===== config.mk =====
export PLATFORM = sky130hd
export DESIGN_NAME = rtc_config_ctrl
export DESIGN_NICKNAME = d
export VERILOG_FILES = /design/src/rtl/rtc_config_ctrl.sv
export SDC_FILE = /design/constraint.sdc
export NUM_CORES = 1
export LEC_CHECK = 0
export BUFFER_PORTS_ARGS = -buffer_cell sky130_fd_sc_hd__buf_2
export CAP_MARGIN = 20
export CORE_ASPECT_RATIO = 1.2
export CORE_MARGIN = 2
export CORE_UTILIZATION = 45
export DETAILED_ROUTE_END_ITERATION = 8
export PLACE_DENSITY = 0.75
export SLEW_MARGIN = 40
export SYNTH_ARGS = -nofsm -noshare
export SYNTH_HDL_FRONTEND = slang
export SYNTH_SLANG_ARGS = --single-unit

===== constraint.sdc =====
create_clock -name clk -period 3 [get_ports clk]
set_input_delay 0.6 -clock clk [delete_from_list [all_inputs] [get_ports clk]]
set_output_delay 0.6 -clock clk [all_outputs]
set_load 0.05 [all_outputs]

===== src/rtl/rtc_config_ctrl.sv =====
// Configuration UI sequencer for the clock: button pulses -> mode/cursor/blink and RTC strobes.
// Optional inactivity auto-exit is built only when RTC_CFG_TIMEOUT_EN is defined.
module rtc_config_ctrl #(
    parameter int CLK_HZ    = 100_000_000,
    parameter int BLINK_HZ  = 2,
    parameter int TIMEOUT_S = 10
) (
    input  logic       clk,
    input  logic       reset_n,
    input  logic       btn_cfg,
    input  logic       btn_left,
    input  logic       btn_right,
    input  logic       btn_up,
    input  logic       btn_down,
    output logic [1:0] config_mode,
    output logic [1:0] cursor_location,
    output logic       parpadeo,
    output logic       inc_pulse,
    output logic       dec_pulse,
    output logic       commit_pulse,
    output logic [1:0] commit_mode
);

    localparam int HALF    = CLK_HZ / (2 * BLINK_HZ);
    localparam int BLINK_W = (HALF > 1) ? $clog2(HALF) : 1;
    localparam logic [BLINK_W-1:0] BLINK_LAST = BLINK_W'(HALF - 1);

`ifdef RTC_CFG_TIMEOUT_EN
    localparam longint TO_CYCLES = longint'(TIMEOUT_S) * longint'(CLK_HZ);
    localparam int     TO_W      = (TO_CYCLES > 1) ? $clog2(TO_CYCLES) : 1;
    localparam logic [TO_W-1:0] TO_LAST = TO_W'(TO_CYCLES - 1);
`endif

    typedef enum logic [1:0] {
        NORMAL = 2'd0,
        HORA   = 2'd1,
        FECHA  = 2'd2,
        TIMER  = 2'd3
    } state_t;

    state_t             state_q, state_d;
    logic [1:0]         cursor_q, cursor_d;
    logic               par_q, par_d;
    logic [BLINK_W-1:0] blink_q, blink_d;
    logic               inc_q, inc_d;
    logic               dec_q, dec_d;
    logic               commit_q, commit_d;
    logic [1:0]         cmode_q, cmode_d;
    logic [1:0]         cur_max;
`ifdef RTC_CFG_TIMEOUT_EN
    logic [TO_W-1:0]    idle_q, idle_d;
`endif

    always_ff @(posedge clk or negedge reset_n) begin
        if (!reset_n) begin
            state_q  <= NORMAL;
            cursor_q <= 2'd0;
            par_q    <= 1'b0;
            blink_q  <= '0;
            inc_q    <= 1'b0;
            dec_q    <= 1'b0;
            commit_q <= 1'b0;
            cmode_q  <= 2'd0;
`ifdef RTC_CFG_TIMEOUT_EN
            idle_q   <= '0;
`endif
        end else begin
            state_q  <= state_d;
            cursor_q <= cursor_d;
            par_q    <= par_d;
            blink_q  <= blink_d;
            inc_q    <= inc_d;
            dec_q    <= dec_d;
            commit_q <= commit_d;
            cmode_q  <= cmode_d;
`ifdef RTC_CFG_TIMEOUT_EN
            idle_q   <= idle_d;
`endif
        end
    end

    always_comb begin
        state_d  = state_q;
        cursor_d = cursor_q;
        par_d    = par_q;
        blink_d  = blink_q;
        inc_d    = 1'b0;
        dec_d    = 1'b0;
        commit_d = 1'b0;
        cmode_d  = cmode_q;
        cur_max  = (state_q == HORA) ? 2'd3 : 2'd2;
`ifdef RTC_CFG_TIMEOUT_EN
        idle_d   = '0;
`endif

        if (btn_cfg) begin
            if (state_q != NORMAL) begin
                commit_d = 1'b1;
                cmode_d  = state_q;
            end
            state_d  = state_t'(state_q + 2'd1);
            cursor_d = (state_d == NORMAL) ? 2'd0 : 2'd2;
            par_d    = (state_d != NORMAL);
            blink_d  = '0;
        end else if (state_q != NORMAL) begin
            // Any accepted edit restarts the blink so the cursor is shown at once
            if (btn_left || btn_right || btn_up || btn_down) begin
                par_d   = 1'b1;
                blink_d = '0;
                if (btn_left)
                    cursor_d = (cursor_q == cur_max) ? 2'd0 : cursor_q + 2'd1;
                else if (btn_right)
                    cursor_d = (cursor_q == 2'd0) ? cur_max : cursor_q - 2'd1;
                else if (btn_up)
                    inc_d = 1'b1;
                else
                    dec_d = 1'b1;
            end else begin
                if (blink_q == BLINK_LAST) begin
                    blink_d = '0;
                    par_d   = ~par_q;
                end else begin
                    blink_d = blink_q + BLINK_W'(1);
                end
`ifdef RTC_CFG_TIMEOUT_EN
                if (idle_q == TO_LAST) begin
                    state_d  = NORMAL;
                    commit_d = 1'b1;
                    cmode_d  = state_q;
                    cursor_d = 2'd0;
                    par_d    = 1'b0;
                    blink_d  = '0;
                end else begin
                    idle_d = idle_q + TO_W'(1);
                end
`endif
            end
        end
    end

    assign config_mode     = state_q;
    assign cursor_location = cursor_q;
    assign parpadeo        = par_q;
    assign inc_pulse       = inc_q;
    assign dec_pulse       = dec_q;
    assign commit_pulse    = commit_q;
    assign commit_mode     = cmode_q;

endmodule

==> results by group <==
Outcome
  • Status: finished clean

Synthesis
  • Per-instance average area after synthesis: 9.49 µm²
  • Unique cell type count in the Yosys netlist: 43
  • Largest cells by area after synthesis: dfrtp_1 (44%), a21oi_1 (3.8%), o31ai_1 (3.8%)
  • Area fraction in and, or, nand and nor cells after synthesis: 0.265
  • Synthesized-area fraction occupied by ao, oa, aoi and oai cells: 0.174
  • Sequential-to-total area share from yosys stat: 0.441
  • Largest family of logic cells by synthesized area: simple AND/OR/NAND/NOR gates
  • Syn nets: 221
  • Post-synthesis instance area: 1980 µm²
  • Flops & latches, synth: 35
  • Instance count of the mapped netlist: 209
  • Share of the synthesized area in the top cell type: 0.441
  • Share of the synthesized netlist area taken by xor and xnor gates: 0.0353
  • Top-count cell post-synth: dfrtp_1
  • Most frequent cells after synthesis: dfrtp_1 (35), nand2_1 (19), a21oi_1 (15)
  • Number of enable flip-flop cells after synthesis: 0
  • Area share of fa/ha/maj cells after synthesis: 0.0315
  • Fraction of registers with async set or reset after synthesis: 1.00
  • Dominant synthesized flop cell: dfrtp_1
  • Multiplexer fraction of the synthesized cell area: 0.00504
  • Synth warnings: 0
  • Library cell occupying the most area in the post-synthesis netlist: dfrtp_1

Final layout
  • Share of post-route cells with drive strength above 1: 0.159
  • Nets: 238
  • Fillers: 392
  • Antenna diode instance count: 0
  • Share of the core filled with cells: 0.515
  • Layout Area Growth over Synthesis: 10.7%

Drt
  • Post-DR vias/cell: 5.76
  • Number of nets with antenna violations after detailed routing: 0
  • Vias post-DR: 1630
  • Drt first pass iters: 5
  • DR iter-0 viols: 128
  • Routed wire length: 4140 µm
  • Number of remaining DRC errors: 0
  • Average routed wire per standard cell: 14.6 µm

Timing
  • Highest Clock Rate: 404 MHz
  • Final setup violation count: 0
  • Slew at the pin closest to its max-slew limit: 509 ps
  • Final number of max-transition violations: 0
  • Fin Setup TNS: 0 ps
  • Final worst slack: 526 ps
  • Relative slew margins: 0.658
  • Layout Skew: 7.41 ps
  • Min Hold Slack: 251 ps
  • Final worst-path cycle share: 0.825
  • Final hold vios: 0
  • Final Critical Period: 2470 ps
  • Setup repair after global routing missed its margin: no

Global route
  • Final global-route overflow total: 0
  • Pin count of the biggest net entering global routing: 36
  • Vias in the first global route: 1651
  • Global-route wire length before repair: 7450 µm
  • Number of antenna violations at the first check in global routing: 0
  • All-Layer GR Usage: 0.191

Die
  • Die Height: 76.7 µm
  • Floorplan row count: 26
  • Overall die width: 64.6 µm
  • Placeable core area: 4260 µm²
  • Top-level I/O count: 17
  • Die area: 4960 µm²
  • Initial Util: 0.466

Clocking
  • H-tree levels: 2
  • Number of hold buffers added after CTS: 0
  • CTS tree: built
  • Worst skew pair latency: 290 ps
  • Clk slew on worst S/H paths: 70 ps
  • Buffer cell driving the clock tree root: clkbuf_8
  • Number of gates given a new drive strength after cts: 0
  • Cts bufs inserted: 5
  • Number of post-CTS setup repair buffers: 0
  • Number of buffers between clock root and the deepest sink: 2
  • Clock net sink count: 35

Critical path
  • Critical path start-end classification: reg -> reg
  • Setup crit start kind: flop
  • Crit path required time: 3220 ps
  • Crit end category: flop
  • Worst path arrival time: 2690 ps
  • Largest fanout on the critical path: 13

Power and ir drop
  • Leakage component of the power: 0.870 nW
  • Clock power share: 0.261
  • Net switching fraction of the power: 0.392
  • Combinational fraction of design power: 0.352
  • Sequential Power Share: 0.387
  • Reported net switching power: 567 µW
  • Cell internal pwr: 880 µW
  • Total Power Consumption: 1.45 mW
  • VDD IR-drop max: 0.000628 V
  • Power density over cell area: 659 nW/µm²

Job
  • Number of violations of the max-capacitance limit: 0

Place
  • Half-perimeter wire length after placement: 2910 µm
  • DP Worst Slack: 530 ps
  • Placer congestion estimate: 0.860
  • Port Buffer Count: 16

Worst hold path
  • Min-delay worst type: in -> async
[final timing paths]
| kind | slack [ps] | start | cells after the start | endpoint |
|---|---|---|---|---|
| worst min register to register | 480 | commit_mode[0]$_DFFE_PN0P_ | 2 | commit_mode[0]$_DFFE_PN0P_ |
| worst max register to register | 530 | config_mode[0]$_DFFE_PN0P_ | 7 | blink_q[19]$_DFFE_PN0P_ |
| max in group asynchronous | 2430 | reset_n | 1 | blink_q[6]$_DFFE_PN0P_ |
| worst min-delay path | 250 | reset_n | 1 | blink_q[21]$_DFFE_PN0P_ |
| min in group clk | 480 | commit_mode[0]$_DFFE_PN0P_ | 2 | commit_mode[0]$_DFFE_PN0P_ |
| worst max-delay path | 530 | config_mode[0]$_DFFE_PN0P_ | 7 | blink_q[19]$_DFFE_PN0P_ |
[flip-flops by register name, indices dropped and copies added, names as in the netlist]
register and cells:
inc_pulse 1, cursor_location 2, commit_pulse 1, config_mode 2, commit_mode 2, blink_q 25
parpadeo 1, dec_pulse 1
[through the flow]
step,area (µm²),std cells
after floorplan,1980,209
after global placement,2090,275
after detailed placement,2090,275
after CTS,2190,283
after global routing,2200,283
final,2200,283
[cell usage in the layout (no fill, tap or decap), drive strengths merged]
cell and count:
or2 1, nand2b 2, inv 8, o21ba 2, a31o 1, o41ai 2, xor2 1, a21o 2
a211o 1, o31a 1, nand4 9, nor4b 3, a21oi 16, xnor2 7, nor2b 2, nand2 19
nor4 5, o2bb2ai 1, buf 19, dfrtp 35, and3 3, nor2 12, mux2i 1, clkbuf 8
and4b 1, ha 5, and4 3, or3 5, o31ai 11, nand3 10, o221ai 1, o32ai 1
nor3 5, or4 12, o21ai 12
[layout make-up]
class                           count  area (µm²)  share of cell area
Multi-Input combinational cell    157        1010               0.462
Sequential cell                    35         876               0.399
Timing Repair Buffer               19         105              0.0479
Clock buffer                        8         100              0.0456
Tap cell                           56        70.1              0.0319
Inverter                            8        30.0              0.0137
[kinds of logic after synthesis]
logic type / count (synthesis)
muxes: 1
DFF: 35
and+or+nand+nor: 92
xor gates and xnor gates: 8
AOI/OAI and AO/OA: 51
adders and majority gates: 5
buffers and inverters: 17
[worst max-delay path, stage by stage (launching register included)]
cell and delay, ps:
dfrtp_1 420, inv_1 80, ha_1 270, nor2b_1 170, buf_4 180, or4_4 630, or4_1 500, a21oi_1 150
[layer usage]
| layer | share of wire | global-route usage | vias to the layer above |
|---|---|---|---|
| li1 | - | - | 820 |
| met1 | 0.43 | 0.227 | 777 |
| met2 | 0.52 | 0.330 | 25 |
| met3 | 0.034 | 0.0440 | 8 |
| met4 | 0.018 | 0.0766 | 0 |
| met5 | 0 | 0 | - |
[power by group through the flow]
stage	combinational (mW)	clock (mW)	sequential (mW)
after floorplan	0.217	0	0.733
after global placement	0.508	0	0.566
after detailed placement	0.509	0	0.568
after CTS	0.512	0.393	0.560
after global routing	0.562	0.413	0.568
final	0.510	0.377	0.560
(Power assumes the default switching activity.)
